[config.mk]
export PLATFORM = sky130hd
export DESIGN_NAME = spi_master_ctrl
export DESIGN_NICKNAME = d
export VERILOG_FILES = /design/src/rtl/spi_master_ctrl.sv
export SDC_FILE = /design/constraint.sdc
export NUM_CORES = 1
export LEC_CHECK = 0
export CAP_MARGIN = 20
export CORE_UTILIZATION = 40
export CTS_BUF_LIST = sky130_fd_sc_hd__clkbuf_16
export CTS_CLUSTER_SIZE = 8
export DETAILED_ROUTE_END_ITERATION = 7
export PLACE_DENSITY = 0.66
export REMOVE_ABC_BUFFERS = 1
export SLEW_MARGIN = 20
export SYNTH_ARGS = -nofsm -noshare
export SYNTH_HDL_FRONTEND = slang
export SYNTH_SLANG_ARGS = --single-unit
[constraint.sdc]
create_clock -name clk -period 1.67 [get_ports clk]
set_input_delay 0.334 -clock clk [delete_from_list [all_inputs] [get_ports clk]]
set_output_delay 0.334 -clock clk [all_outputs]
set_load 0.02 [all_outputs]
[src/rtl/spi_master_ctrl.sv]
// spi_master_ctrl: conditions raw MISO/SCLK/CS and sequences an external 8-bit
// shift register through address, write-data or read phases of an SPI transfer.
module spi_master_ctrl #(
   parameter int WIDTH       = 8,
   parameter int CNT_W       = 3,
   parameter int WAIT_CYCLES = 3
) (
   input  logic             clk,
   input  logic             rst_n,
   input  logic             miso_raw,
   input  logic             sclk_raw,
   input  logic             cs_raw,
   input  logic [WIDTH-1:0] addr_in,
   input  logic [WIDTH-1:0] data_in,
   input  logic             sr_sout,
   output logic             miso_cond,
   output logic             sclk_pos,
   output logic             sclk_neg,
   output logic             cs_cond,
   output logic [1:0]       sr_mode,
   output logic [WIDTH-1:0] sr_pin,
   output logic             mux_sel,
   output logic             addr_fe,
   output logic             data_fe,
   output logic             in_fe,
   output logic             mosi_buf
);
   typedef enum logic [3:0] {IDLE, CAPT, LDA, SHA, LDD, SHD, SHR, RDY, DONE} state_t;
   localparam logic [2:0] RST_VAL = 3'b100;
   logic [2:0]       raw, s1, s2, cond, upd;
   logic [CNT_W-1:0] cnt [3];
   logic             cs_fall;
   state_t           st, nxt;
   logic [WIDTH-1:0] addr_q, data_q;
   logic [3:0]       bcnt;
   logic             rw;
   assign raw       = {cs_raw, sclk_raw, miso_raw};
   assign miso_cond = cond[0];
   assign cs_cond   = cond[2];
   assign sr_pin    = mux_sel ? addr_q : data_q;
   // a conditioned bit only follows its synchronised input after WAIT_CYCLES+1 stable cycles
   always_comb begin
      for (int i = 0; i < 3; i++)
         upd[i] = (s2[i] != cond[i]) && (cnt[i] == CNT_W'(WAIT_CYCLES));
   end
   always_ff @(posedge clk or negedge rst_n) begin
      if (!rst_n) begin
         s1       <= RST_VAL;
         s2       <= RST_VAL;
         cond     <= RST_VAL;
         sclk_pos <= 1'b0;
         sclk_neg <= 1'b0;
         cs_fall  <= 1'b0;
         for (int i = 0; i < 3; i++) cnt[i] <= '0;
      end else begin
         s1       <= raw;
         s2       <= s1;
         sclk_pos <= upd[1] && s2[1];
         sclk_neg <= upd[1] && !s2[1];
         cs_fall  <= upd[2] && !s2[2];
         for (int i = 0; i < 3; i++) begin
            cnt[i] <= (s2[i] == cond[i] || upd[i]) ? '0 : cnt[i] + 1'b1;
            if (upd[i]) cond[i] <= s2[i];
         end
      end
   end
   always_comb begin
      nxt      = st;
      sr_mode  = 2'b00;
      mux_sel  = 1'b1;
      addr_fe  = 1'b0;
      data_fe  = 1'b0;
      in_fe    = 1'b0;
      mosi_buf = 1'b0;
      case (st)
         IDLE: nxt = cs_fall ? CAPT : IDLE;
         CAPT: begin
            addr_fe = 1'b1;
            data_fe = 1'b1;
            nxt     = LDA;
         end
         LDA: begin
            sr_mode = 2'b10;
            nxt     = SHA;
         end
         SHA: begin
            mosi_buf = 1'b1;
            sr_mode  = sclk_pos ? 2'b01 : 2'b00;
            if (sclk_pos && bcnt == 4'd7) nxt = rw ? SHR : LDD;
         end
         LDD: begin
            mux_sel = 1'b0;
            sr_mode = 2'b10;
            nxt     = SHD;
         end
         SHD: begin
            mosi_buf = 1'b1;
            sr_mode  = sclk_pos ? 2'b01 : 2'b00;
            if (sclk_pos && bcnt == 4'd7) nxt = DONE;
         end
         SHR: begin
            sr_mode = sclk_pos ? 2'b01 : 2'b00;
            if (sclk_pos && bcnt == 4'd7) nxt = RDY;
         end
         RDY: begin
            in_fe = 1'b1;
            nxt   = DONE;
         end
         DONE: nxt = DONE;
         default: nxt = IDLE;
      endcase
      // CS released mid-transfer: drop every command and strobe, return to IDLE
      if (st != IDLE && cs_cond) begin
         nxt      = IDLE;
         sr_mode  = 2'b00;
         mux_sel  = 1'b1;
         addr_fe  = 1'b0;
         data_fe  = 1'b0;
         in_fe    = 1'b0;
         mosi_buf = 1'b0;
      end
   end
   always_ff @(posedge clk or negedge rst_n) begin
      if (!rst_n) begin
         st     <= IDLE;
         addr_q <= '0;
         data_q <= '0;
         bcnt   <= '0;
         rw     <= 1'b0;
      end else begin
         st <= nxt;
         if (st == CAPT) begin
            addr_q <= addr_in;
            data_q <= data_in;
         end
         bcnt <= (nxt != st) ? 4'd0 : (sr_mode == 2'b01) ? bcnt + 4'd1 : bcnt;
         if (st == SHA && sclk_pos && bcnt == 4'd0) rw <= sr_sout;
      end
   end
endmodule

; Word level (Yosys, flattened, before mapping)
; Index checks and enable logic that the tools add are counted.
[word_totals]
register_bits = 46
[classes]
mux = 24
n_reduce_logical = 23
eq_ne = 20
addsub = 4
[ops]
columns = op, count
row1 = $pmux 4 s8, 1
row2 = $mux 4, 6
row3 = $eq 4x3->1 const B, 5
row4 = $logic_and 1x1->1, 10
row5 = $mux 1, 10
row6 = $add 3x1->3 const B, 3
row7 = $eq 3x2->1 const B, 3
row8 = $mux 3, 3
row9 = $eq 4x2->1 const B, 2
row10 = $logic_not 4->1, 2
row11 = $mux 8, 1
row12 = $reduce_or 2->1, 3
row13 = $add 4x1->4 const B, 1
row14 = $eq 4x1->1 const B, 1
row15 = $eq 4x4->1 const B, 1
row16 = $mux 2, 2
row17 = $ne 4x4->1, 1
row18 = $pmux 2 s2, 1
row19 = $reduce_bool 4->1, 1
row20 = $eq 1x1->1, 3
row21 = $logic_or 1x1->1, 3
row22 = $ne 1x1->1, 3
row23 = $reduce_or 3->1, 1
row24 = $eq 2x1->1 const B, 1
row25 = 2 further kinds, 3

; Longest topological paths before layout
[logic_depth]
word_depth = 7
ltp_mapped = 6
depth_no_buf = 5

; Worst setup path after synthesis
; OpenSTA, ideal clock, no wires.
[synth_path]
kind = reg-to-output
from = register st[2]
to = output data_fe
required_ns = 1.336
path_slack_ns = -0.475
path_stages_with_launch = 5
arrival_ns = 1.811
path_cell_list = dfrtp_1 -> buf_2 -> clkbuf_1 -> nor4_1 -> buf_4
[synth_between]
elab_chain_len = 3
word_cells_on_any_way = 5
cone_classes = eq/ne: 1 / mux: 2 / reduce/logical: 2
[synth_lines]
columns = element, line
row1 = "start, declared", 33  ; state_t st, nxt;
row2 = "start signal, assigned", 131  ; st <= nxt;
row3 = $eq 4x1->1 or $reduce_bool 4->1 (tied branches), -
row4 = $mux 1 or $logic_and 1x1->1 (tied branches), -
row5 = $mux 1 *, -
row6 = "end, declared", 24  ; output logic data_fe,
; Every way passes the cells marked *; elsewhere a longest branch is shown, timed or not.

; Worst setup path in the final report
[layout_path]
from = register cond[2]
to = output sr_pin[3]
[layout_between]
elab_chain_len = 3
[layout_lines]
columns = element, line
row1 = "start, declared", 30  ; logic [2:0] raw, s1, s2, cond, upd;
row2 = "start signal, assigned by index", 63  ; if (upd[i]) cond[i] <= s2[i];
row3 = $logic_and 1x1->1, 113  ; if (st != IDLE && cs_cond) begin
row4 = $mux 1, 113
row5 = $mux 8, 40  ; assign sr_pin = mux_sel ? addr_q : data_q;
row6 = "end, declared", 21  ; output logic [WIDTH-1:0] sr_pin,
; No other way between the ends.

==> results.tsv <==
stage	metric	value	unit
cts	TritonCTS clock tree	built	
timing	Setup Skew	0.00377	ns
cells_and_area	Inserted Diodes	0	
place	detailed placer's ending HPWL	3.11	mm
cells_and_area	Nets	300	
synthesis	Main synth FF type	dfrtp_1	
pwr	Tot Pwr	5310	uW
setup_path	Critical Path Source Type	flop	
pwr	Combinational Power Share	0.474	
timing	Final period util	1.16	
floorplan	die width	76.1	um
setup_path	critical path arrival	1.60	ns
grt	total track usage	0.187	
cts	Skew-Pair Late Insertion Delay	0.28	ns
cts	Reg clk slew, reported paths	0.06	ns
cts	CTS buffer count	5	
synthesis	Cell variety after synth	47	
floorplan	Core ar.	5200	um^2
timing	final hold vios	0	
setup_path	WP buf/inv	2	
timing	final setup margin	-0.263	ns
pwr	clock power share	0.206	
cts	H-tree depth	2	
grt	pin count of the biggest net entering global routing	32	
cells_and_area	area delta synth->final	56.8	%
setup_path	CP Max Fanout	5	
synthesis	Yosys warnings	0	
routing	Routed WL	5.07	mm
cells_and_area	layout cells sized above 1	0.424	
setup_path	Setup crit end kind	primary output	
pwr	Internal	3560	uW
routing	Final ANT Viol Nets	0	
place	gpl congestion	0.817	
setup_path	slowest stage cell, crit path	dfstp_2	
floorplan	die area	5790	um^2
job	Max Cap Violations	0	
pwr	Net Sw Power	1750	uW
cells_and_area	Filler Cell Count	373	
grt	met2 usage	0.315	
pwr	VDD IR max	1.41	mV
routing	drt pass-1 iters	4	
synthesis	Synth Instances	189	
routing	Via Count	1736	
floorplan	IO Pins	41	
grt	busiest grt layer	met2	
synthesis	Cell Area, Synth	2200	um^2
timing	Slew headroom	0.768	
synthesis	number of synthesized flops with an enable pin	0	
pwr	sw frac	0.329	
grt	met1 Use GR	0.235	
setup_path	kind of critical path	flop to primary output	
grt	met3 usage	0.0431	
floorplan	Core Rows	26	
synthesis	post-synthesis sequential area ratio	0.526	
grt	grt ovf	0	
timing	Tightest Pin Transition	0.340	ns
routing	Vias/cell	5.09	
cells_and_area	Final Non-Filler Cells	341	
synthesis	area leader, netlist	dfrtp_1	
grt	first-pass GRT wire length	8.49	mm
setup_path	Worst Path Required	1.34	ns
routing	drt wl/cell	14.9	um
status	status	complete, but fails checks	
setup_path	delay-heaviest family, CP	flip-flops	
synthesis	Mapped Avg Cell Area	11.6	um^2
cts	CTS max path bufs	2	
timing	unrepaired setup endpoints after global routing	yes	
timing	Final min period	1.93	ns
place	port buffer count	40	
pwr	Sequential Power Share	0.321	
synthesis	top cells by area, synth	dfrtp_1 49%, mux2_2 8.2%, mux2_1 5.6%	
synthesis	Async SR Flop Fraction	1.00	
worst_hold_path	HP Class	flop to flop	
grt	vias in the first global route	1785	
synthesis	Yosys reg bits	46	
floorplan	Starting Density	0.422	
floorplan	die height	76.1	um
cts	number of clock sinks	46	
pwr	Leakage	0.00155	uW
routing	initial DRC count	80	
setup_path	reg2reg setup slack	-0.18	ns
setup_path	max incr delay on CP	0.58	ns
synthesis	area share of the largest cell type after synthesis	0.490	
grt	initial antenna violation count	0	
timing	Fmax	517	MHz
routing	DR DRC count	0	
place	Cells after DPL	320	
cts	CTS root buf	clkbuf_16	
timing	Setup Viol. Count Final	35	
timing	Pins Over Slew Limit	0	
status	failing checks	negative setup slack	
pwr	Pwr per Cell Area	1540	nW/um^2
setup_path	Cell Chain, Critical Path	nor2_4 > nand3_4 > buf_12 > mux2_4 > buf_6	
==> worst paths after layout <==
kind | start | end | cells past startpoint
setup / recovery | cond[2] | sr_pin[3] | 5
hold reg to reg | s1[1] | s2[1] | 0
max in group asynchronous | rst_n | s2[2] | 3
setup reg to reg | st[0] | bcnt[3] | 6
hold / removal | s1[1] | s2[1] | 0
min in group asynchronous | rst_n | s1[0] | 2
==> cell families (layout without fill, tap and decap cells) <==
group                      after synthesis  in the layout  synth area share
and+or+nand+nor                         52             52             0.133
xor gates and xnor gates                 6              6            0.0239
buffers and inverters                   26            108            0.0518
AOI/OAI and AO/OA                       23             23            0.0764
muxes                                   28             28             0.143
adders and majority gates                8              8            0.0456
DFF                                     46             46             0.526
==> cell usage in the layout (no fill, tap or decap), types with 8 or more instances in the layout <==
cell / n
buf_6: 21
buf_4: 31
inv_1: 13
nor2_1: 11
clkdlybuf4s50_1: 22
mux2_4: 11
dfrtp_1: 42
mux2_1: 8
ha_1: 8
mux2_2: 8
==> stage by stage <==
stage | hold WS, ns | cell area (um^2) | worst slack (ns) | util | setup TNS (ns)
after floorplan | 0.0384 | 2140 | -0.547 | - | -7.69
after global placement | 0.272 | 2900 | -0.378 | 0.557 | -5.67
after detailed placement | 0.277 | 2900 | -0.419 | 0.557 | -6.32
after CTS | 0.355 | 3340 | -0.254 | 0.643 | -4.10
after global routing | 0.360 | 3440 | -0.308 | 0.662 | -6.68
final | 0.350 | 3440 | -0.263 | 0.662 | -4.38
==> sequential cells by signal (all words and copies together), names as in the netlist <==
| name | count |
|---|---|
| bcnt | 4 |
| sclk_neg | 1 |
| addr_q | 8 |
| sclk_pos | 1 |
| st | 4 |
| data_q | 8 |
| cnt | 9 |
| cond | 3 |
| rw | 1 |
| s1 | 3 |
| cs_fall | 1 |
| s2 | 3 |
==> timing repair <==
item,CTS,global route
endpoints found under the hold margin,14,0
resized for setup,123,21
cloned,2,0
endpoints found under the setup margin,38,39
buffers inserted,7,4
hold buffers,1,0
pin swaps,4,9
==> cell type report <==
cell class                 instances  area (um^2)  area share
tap                               70         87.6      0.0254
sequential                        46         1160       0.336
clock inverter                     3         40.0      0.0116
timing repair buffer              85          858       0.249
multi-input combinational        117         1120       0.325
inverter                          15         56.3      0.0164
clock buffer                       5          125      0.0363
==> cell usage after synthesis (all sizes together), types with 2 or more instances <==
| cell type | n |
|---|---|
| a211oi | 4 |
| a21oi | 4 |
| buf | 7 |
| clkbuf | 4 |
| dfrtp | 43 |
| dfstp | 3 |
| ha | 8 |
| inv | 15 |
| mux2 | 27 |
| nand2 | 6 |
| nand2b | 7 |
| nand3 | 2 |
| nor2 | 14 |
| nor3 | 8 |
| nor4 | 4 |
| o21ai | 4 |
| o22ai | 2 |
| or3b | 2 |
| xnor2 | 3 |
| xor2 | 3 |
==> layer usage <==
| metal | wire [um] | vias up |
|---|---|---|
| li1 | - | 825 |
| met1 | 2200 | 856 |
| met2 | 2550 | 47 |
| met3 | 241 | 8 |
| met4 | 84 | 0 |
| met5 | 0 | - |
==> worst register-to-register path, cell delays in order (launching register included) <==
cell      delay, ns
dfrtp_1        0.41
buf_4          0.21
xnor2_1        0.15
a211o_1        0.34
buf_6          0.14
or3_4          0.36
a211oi_2       0.17
==> power groups by stage <==
stage / logic [uW] / registers, uW / clock network (uW)
5_1_grt: 2690 / 1740 / 1180
3_3_place_gp: 1870 / 1670 / 0
2_1_floorplan: 1010 / 1740 / 0
6_report: 2510 / 1700 / 1090
4_1_cts: 2430 / 1690 / 1130
3_5_place_dp: 1910 / 1670 / 0
Note: power is estimated with default switching activity, not from simulation.
